[src/rtl/aes_dec_block_loader_pkg.sv]
// Shared definitions for the AES decryption block loader: FSM state encoding,
// block geometry and the set of legal key lengths.
package aes_dec_block_loader_pkg;

  // Loader FSM states (2-bit encoding, also exported on the debug port)
  typedef enum logic [1:0] {
    ST_IDLE = 2'd0,
    ST_KEY  = 2'd1,
    ST_DATA = 2'd2,
    ST_HOLD = 2'd3
  } loaderState_t;

  localparam int WORD_W          = 32;
  localparam int WORDS_PER_BLOCK = 4;
  localparam int BLOCK_W         = WORD_W * WORDS_PER_BLOCK;

  // AES-128/192/256 key lengths in 32-bit words
  localparam int NK_LEGAL_0 = 4;
  localparam int NK_LEGAL_1 = 6;
  localparam int NK_LEGAL_2 = 8;

  function automatic bit nkLegal(input int nk);
    return (nk == NK_LEGAL_0) || (nk == NK_LEGAL_1) || (nk == NK_LEGAL_2);
  endfunction

endpackage

[src/rtl/aes_dec_block_loader.sv]
// Upstream feeder for the combinational AES decryption core. Collects key and
// ciphertext words (MSB word first) from a 32-bit valid/ready stream, holds a
// complete block plus the sticky key stable until the consumer acknowledges.
//
// Handshake semantics: a word moves on a rising edge when s_valid && s_ready.
// s_ready depends only on the FSM state (low in HOLD, low in reset), never on
// s_valid or s_key. On the block side blk_valid stays high, with data_out and
// key_out frozen, until the edge on which blk_ready is seen high.
module aes_dec_block_loader
  import aes_dec_block_loader_pkg::*;
#(
  parameter int Nk = 4,
  parameter int Nr = 10
) (
  input  logic               clk,
  input  logic               rst_n,
  input  logic               s_valid,
  output logic               s_ready,
  input  logic [31:0]        s_data,
  input  logic               s_key,
  output logic               blk_valid,
  input  logic               blk_ready,
  output logic [127:0]       data_out,
  output logic [Nk*32-1:0]   key_out,
  output logic               key_ok,
  output logic               err,
  output loaderState_t       dbgState,
  output logic [2:0]         dbgWordCnt
);

  localparam int         KEY_W     = Nk * WORD_W;
  localparam int         KEY_SEL_W = $clog2(KEY_W);
  localparam logic [2:0] KEY_LAST  = 3'(Nk - 1);
  localparam logic [2:0] DATA_LAST = 3'(WORDS_PER_BLOCK - 1);

  // Reject key lengths the core cannot handle and inconsistent round counts
  if (!nkLegal(Nk) || (Nr != Nk + 6)) begin : gBadParam
    $error("aes_dec_block_loader: illegal Nk/Nr combination");
  end

  loaderState_t          state;
  logic [2:0]            wordCnt;
  logic [BLOCK_W-1:0]    dataReg;
  logic [KEY_W-1:0]      keyReg;
  logic                  keyOkReg;
  logic                  blkValidReg;
  logic                  errReg;

  logic                  xfer;
  logic [KEY_SEL_W-1:0]  keyLsb;
  logic [6:0]            dataLsb;

  // Ready is a pure function of state; forced low while reset is asserted
  assign s_ready = rst_n && (state != ST_HOLD);
  assign xfer    = s_valid && s_ready;

  // Word i lands at the i-th 32-bit slot counted from the MSB end
  assign keyLsb  = KEY_SEL_W'(WORD_W * (Nk - 1 - int'(wordCnt)));
  assign dataLsb = 7'(WORD_W * (int'(DATA_LAST) - int'(wordCnt)));

  // Loader FSM: word assembly, key bookkeeping, block hold and error pulse
  always_ff @(posedge clk or negedge rst_n) begin
    if (!rst_n) begin
      state       <= ST_IDLE;
      wordCnt     <= 3'd0;
      dataReg     <= '0;
      keyReg      <= '0;
      keyOkReg    <= 1'b0;
      blkValidReg <= 1'b0;
      errReg      <= 1'b0;
    end else begin
      errReg <= 1'b0;
      unique case (state)
        ST_IDLE: begin
          if (xfer) begin
            if (s_key) begin
              // A new key load invalidates the old key immediately
              keyReg[KEY_W-1 -: WORD_W] <= s_data;
              wordCnt  <= 3'd1;
              keyOkReg <= 1'b0;
              state    <= ST_KEY;
            end else if (keyOkReg) begin
              dataReg[BLOCK_W-1 -: WORD_W] <= s_data;
              wordCnt <= 3'd1;
              state   <= ST_DATA;
            end else begin
              // Ciphertext without a key is meaningless: drop it
              errReg <= 1'b1;
            end
          end
        end

        ST_KEY: begin
          if (xfer) begin
            if (s_key) begin
              keyReg[keyLsb +: WORD_W] <= s_data;
              if (wordCnt == KEY_LAST) begin
                keyOkReg <= 1'b1;
                wordCnt  <= 3'd0;
                state    <= ST_IDLE;
              end else begin
                wordCnt <= wordCnt + 3'd1;
              end
            end else begin
              // Data interrupting a key load aborts the key
              keyOkReg <= 1'b0;
              wordCnt  <= 3'd0;
              errReg   <= 1'b1;
              state    <= ST_IDLE;
            end
          end
        end

        ST_DATA: begin
          if (xfer) begin
            if (!s_key) begin
              dataReg[dataLsb +: WORD_W] <= s_data;
              if (wordCnt == DATA_LAST) begin
                wordCnt     <= 3'd0;
                blkValidReg <= 1'b1;
                state       <= ST_HOLD;
              end else begin
                wordCnt <= wordCnt + 3'd1;
              end
            end else begin
              // Key word mid-block: partial block is lost, key load restarts
              keyReg[KEY_W-1 -: WORD_W] <= s_data;
              keyOkReg <= 1'b0;
              wordCnt  <= 3'd1;
              errReg   <= 1'b1;
              state    <= ST_KEY;
            end
          end
        end

        ST_HOLD: begin
          if (blk_ready) begin
            blkValidReg <= 1'b0;
            state       <= ST_IDLE;
          end
        end

        default: begin
          state <= ST_IDLE;
        end
      endcase
    end
  end

  assign blk_valid  = blkValidReg;
  assign data_out   = dataReg;
  assign key_out    = keyReg;
  assign key_ok     = keyOkReg;
  assign err        = errReg;
  assign dbgState   = state;
  assign dbgWordCnt = wordCnt;

endmodule

[config.mk]
export PLATFORM = sky130hd
export DESIGN_NAME = aes_dec_block_loader
export DESIGN_NICKNAME = d
export VERILOG_FILES = /design/src/rtl/aes_dec_block_loader_pkg.sv /design/src/rtl/aes_dec_block_loader.sv
export SDC_FILE = /design/constraint.sdc
export NUM_CORES = 1
export LEC_CHECK = 0
export BUFFER_PORTS_ARGS = -buffer_cell sky130_fd_sc_hd__buf_2
export CAP_MARGIN = 20
export CORE_MARGIN = 2
export CORE_UTILIZATION = 47
export CTS_CLUSTER_SIZE = 30
export DETAILED_ROUTE_END_ITERATION = 10
export PLACE_DENSITY = 0.77
export SETUP_SLACK_MARGIN = 0.05
export SYNTH_ARGS = -nofsm -noshare
export SYNTH_HDL_FRONTEND = slang
export SYNTH_SLANG_ARGS = --single-unit
export TNS_END_PERCENT = 30
[constraint.sdc]
create_clock -name clk -period 2 [get_ports clk]
set_clock_uncertainty 0.15 [all_clocks]
set_input_delay 0 -clock clk [delete_from_list [all_inputs] [get_ports clk]]
set_output_delay 0 -clock clk [all_outputs]
set_load 0.005 [all_outputs]
Word-level counts from Yosys, hierarchy flattened
Index checks and enable logic that the tools add are counted.

Bits in registers: 264. Input bits: 37. Word-level logic and storage cells: 101.

$add $sub $neg: 3. Equal/unequal tests: 19. Shift-type cells: 2. Mux-type cells: 51. Bitwise gates (word level): 1. Reductions and logical operators: 16.

Operator list (count): $mux W128 (4); $bwmux W128 (2); $mux W32 (5); $pmux W32 S2 (2); $shift A32 B9 Y128 const A (1); $shiftx A32 B9 Y128 (1); $mux W3 (8); $mux W2 (10); $ne A2 B2 Y1 const B (10); $reduce_and A5 Y1 (4); $mux W1 (15); $ne A3 B3 Y1 const B (3); $neg A7 Y9 (1); $pmux W3 S3 (1); $pmux W2 S4 (1); $reduce_and A7 Y1 (1); $reduce_and A3 Y1 (2); $reduce_and A6 Y1 (1); $reduce_bool A2 Y1 (3); $eq A2 B2 Y1 const B (2); $ne A2 B1 Y1 const B (2); $pmux W1 S2 (2); $add A3 B1 Y3 const B (1); $eq A3 B2 Y1 const B (1); other kinds (8) (9).

Logic depth before layout (Yosys ltp)
Depth after elaboration: 7. Gate-level depth with buffers: 10. Mapped depth without buffers: 7.

Least setup slack after synthesis
Ideal clock, no wire load.

Path type: register to register. From: register state[0] (netlist: dbgState[0]). To: register keyReg[100] (netlist: key_out[100]). Library setup time: 0.079 ns. Arrival: 1.925 ns. Data required time: 1.771 ns. Slack: -0.154 ns. Stages on the path, launching flop included: 9. Path buffers: 3. Period minus slack after synthesis: 2.154 ns. Cell sequence: dfrtp_1 inv_1 ha_1 buf_6 or2_0 buf_2 o311ai_4 buf_6 mux2i_1.

Cells in the longest elaborated chain, start to end: 5.

Ends and longest elaborated chain: start, declared (RTL line aes_dec_block_loader.sv:41) `loaderState_t state;`; start signal, assigned (RTL line aes_dec_block_loader.sv:64) `state <= ST_IDLE;`; start signal, assigned (RTL line aes_dec_block_loader.sv:81) `state <= ST_KEY;`; start signal, assigned (RTL line aes_dec_block_loader.sv:85) `state <= ST_DATA;`; $ne A2 B2 Y1 (RTL line aes_dec_block_loader.sv:54) `assign s_ready = rst_n && (state != ST_HOLD);`; $logic_and A1 B1 Y1 (RTL line aes_dec_block_loader.sv:54); $logic_and A1 B1 Y1 (RTL line aes_dec_block_loader.sv:55) `assign xfer = s_valid && s_ready;`; $ne A2 B1 Y1 (no source line) or $ne A2 B2 Y1 (tied branches); $reduce_and A5 Y1 (no source line); end signal, assigned by index (RTL line aes_dec_block_loader.sv:78) `keyReg[KEY_W-1 -: WORD_W] <= s_data;`; end signal, assigned by index (RTL line aes_dec_block_loader.sv:96) `keyReg[keyLsb +: WORD_W] <= s_data;`; end signal, assigned by index (RTL line aes_dec_block_loader.sv:127) `keyReg[KEY_W-1 -: WORD_W] <= s_data;`; end, declared (RTL line aes_dec_block_loader.sv:44) `logic [KEY_W-1:0] keyReg;`.

Parallel ways exist; a longest one is shown, timed or not. A chain may end at the register's enable or synchronous reset.

Worst setup path in the final report
From: register state[0] (netlist: dbgState[0]). To: register keyReg[106] (netlist: key_out[106]).

The elaborated chain is that of the path after synthesis.

==> summary.txt <==
Timing
  – Highest Clock Rate: 462 MHz
  – Final Max Tran Viols: 0
  – Tmin final: roughly 2200 ps
  – Relative slew slack: 0.329
  – RSZ-0062 raised after global routing: true
  – Hold Slack: -18.3 ps
  – Final setup TNS: -14700 ps
  – Final number of setup-violating endpoints: 191
  – Final period utilization: 1.08
  – Worst-Margin Slew: 1010 ps
  – Final hold violations: 4
  – Setup ws final: -167 ps

Placement
  – HPWL after DPL: 21600 um
  – IO Port Bufs: 301
  – Placed cells: 1500
  – Gpl congestion: 0.880

Floorplanning
  – Die Ht: between 150 and 200 um
  – # IOs: 302
  – Starting Density: 0.475
  – Core ar.: roughly 22000 um2
  – Die Footprint: 23000 um2
  – Die Wd: 152 um
  – FP Rows: 54

Final layout
  – Area grow syn2layout: 42.2%
  – Antenna cells: 0
  – Fillers: 1586
  – Ratio of cells with drive above 1 in the final layout: 0.371
  – Layout Nets: 1365
  – Core Util, Final: 0.675
  – Post-Layout Cell Count: 1620

Worst hold path
  – Worst min-delay path class: in -> async

Route
  – Post-DRT Antenna Nets: 0
  – Via/cell ratio: 5.49
  – Iteration count of the initial detailed-routing pass: 5
  – Initial drt markers: 505
  – Residual DRC: 0
  – Total number of vias: between 8000 and 9000
  – Routed wire length: approximately 35000 um
  – Wire per inst: 21.4 um

Clock tree
  – H-tree depth: 1
  – Max Buffers Root-to-Sink: 3
  – Clock root cell: clkbuf_16
  – Num CTS Buffers: 27
  – Clk_lat worst skew: 530 ps
  – CTS tree: yes
  – CTS clk-pin slew, worst paths: 60 ps
  – Clk sinks: roughly 260

Critical path
  – Critical Path Start Type: flop
  – CP arrival: roughly 2500 ps
  – RR Startpoint: dbgState[0]
  – Critical path class: reg -> reg
  – Worst reg2reg endpoint: key_out[106]
  – R2r setup slk: -170 ps
  – Reg2Reg Depth: 8
  – Critical Path End Type: flop
  – CP required: 2290 ps
  – Critical path fanouts, max: 5

Synthesis
  – Main area contributors after synthesis: dfrtp_1, nand2_1, a22o_1, o21ai_0, mux2i_1
  – Syn_nets: 962
  – Post-synth EDFFs: 0
  – Synth warn: 0
  – Post-synthesis sequential area ratio: 0.643
  – Synthesized netlist cell count: around 920
  – Top FF cell, synth: dfrtp_1
  – Post-synth cell types: 39
  – Avg Cell Area, Syn: 11.2 um2
  – Yosys top cell by area: dfrtp_1
  – Synth async-reset ratio: 1.00
  – Yosys reg bits: 264
  – Top cell type's share of synthesized area: 0.643
  – Area of the mapped netlist: 10300 um2

Global route
  – Number of global-route vias before repair: 8924
  – Largest net degree at the start of global routing: 161
  – Grt ovf: 0
  – Antenna violations before repair: 0
  – First-pass GRT wire length: 51500 um
  – Overall routing resource usage: 0.281

Pwr
  – Cell Pwr Density: 1390 nW/um2
  – Maximum vdd ir drop: 0.000791 V
  – Pleak: 7.81 nW

Run status
  – Failing checks: hold timing, setup timing
  – Status: finished, violations left

Job
  – Number of max-cap violations: 0
-- through the flow --
stage                     power, mW  cell area (um2)  worst slack (ps)
after floorplan                10.3            10300             -47.8
after global placement         13.2            12500              -150
after detailed placement       13.4            12500              -212
after CTS                      19.2            14000             -97.9
after global routing           21.3            14600              -239
final                          20.3            14600              -167
-- cell usage after synthesis, types with 2 or more instances --
| cell type | count |
|---|---|
| dfrtp_1 | 264 |
| nand2_1 | 231 |
| o21ai_0 | 125 |
| a22o_1 | 97 |
| inv_1 | 38 |
| mux2i_1 | 35 |
| clkbuf_1 | 26 |
| buf_2 | 23 |
| o21ai_1 | 9 |
| ha_1 | 8 |
| buf_6 | 7 |
| nor2_1 | 7 |
| nor2b_1 | 5 |
| a21oi_1 | 4 |
| buf_4 | 4 |
| nand4_1 | 4 |
| nand3_1 | 3 |
| a21boi_0 | 2 |
| a31oi_1 | 2 |
| clkbuf_2 | 2 |
| nand2_2 | 2 |
| nor3b_2 | 2 |
-- where the power goes --
part           internal [mW]  total [mW]  leakage [nW]  switching, mW
combinational           3.69        7.58          3.75           3.89
sequential              6.59        7.33          3.58          0.739
clock                   3.33        5.41         0.470           2.08
-- routing by layer --
metal | up-vias | GRT usage | wire length, um
met5 | - | 0 | 0
met4 | 0 | 0.0979 | 1050
met3 | 73 | 0.0559 | 2900
met2 | 477 | 0.457 | 16700
met1 | 4395 | 0.382 | 14000
li1 | 3951 | - | -
-- how the worst max path moves through the flow --
stage / endpoint / slack (ps) / depth (start not counted) / start
floorplan: key_out[100] / -50 / 8 / dbgState[0]
global placement: data_out[10] / -150 / 6 / dbgState[1]
detailed placement: data_out[10] / -210 / 6 / dbgState[1]
CTS: key_out[105] / -100 / 7 / dbgState[1]
global route: key_out[118] / -240 / 8 / dbgState[0]
finish: key_out[106] / -170 / 8 / dbgState[0]
-- sequential cells by signal, indices dropped and copies added, names as in the netlist --
signal,cells
dbgWordCnt,3
err,1
dbgState,2
blk_valid,1
key_ok,1
key_out,128
data_out,128
-- layout make-up --
| type | count | area (um2) | share of cell area |
|---|---|---|---|
| Tap cell | 280 | 350 | 0.0240 |
| Timing Repair Buffer | 436 | 3100 | 0.212 |
| Clock inverter | 7 | 141 | 0.00968 |
| Sequential cell | 264 | 6610 | 0.452 |
| Inverter | 38 | 145 | 0.00994 |
| Clock buffer | 42 | 822 | 0.0563 |
| Multi-Input combinational cell | 553 | 3440 | 0.235 |
-- critical path, stage by stage (launching register included) --
cell	delay [ps]
dfrtp_1	410
buf_6	130
ha_4	150
and3b_2	320
nand2_4	80
o311ai_4	270
buf_6	200
buf_8	140
mux2i_2	220
-- cell families (layout without fill, tap and decap cells) --
family / count (synthesis) / after routing / share of synthesized area
and+or+nand+nor: 265 / 265 / 0.107
DFF: 264 / 264 / 0.643
AOI/OAI and AO/OA: 244 / 244 / 0.159
buffers and inverters: 100 / 523 / 0.0462
muxes: 36 / 36 / 0.0352
adders and majority gates: 8 / 8 / 0.00975
-- layout by cell type (no fill, tap or decap), types with 5 or more instances in the layout --
master / n
nor2b_1: 5
nand2_4: 7
o21ai_1: 51
nand2_1: 212
inv_1: 36
buf_6: 25
mux2i_1: 32
a22o_1: 97
o21ai_0: 79
nor2_1: 5
dlygate4sd3_1: 37
clkbuf_1: 6
nand2_2: 14
clkbuf_16: 35
buf_8: 5
clkbuf_8: 9
buf_12: 17
dfrtp_1: 263
buf_2: 300
buf_4: 43
-- what timing repair did --
| action | 4_1_cts | 5_1_grt |
|---|---|---|
| buffers inserted | 9 | 12 |
| endpoints found under the setup margin | 262 | 254 |
| hold buffers | 37 | 0 |
| cloned | 3 | 12 |
| pin swaps | 2 | 57 |
| gates resized for setup | 29 | 107 |
| endpoints found under the hold margin | 526 | 0 |
(Power assumes the default switching activity.)
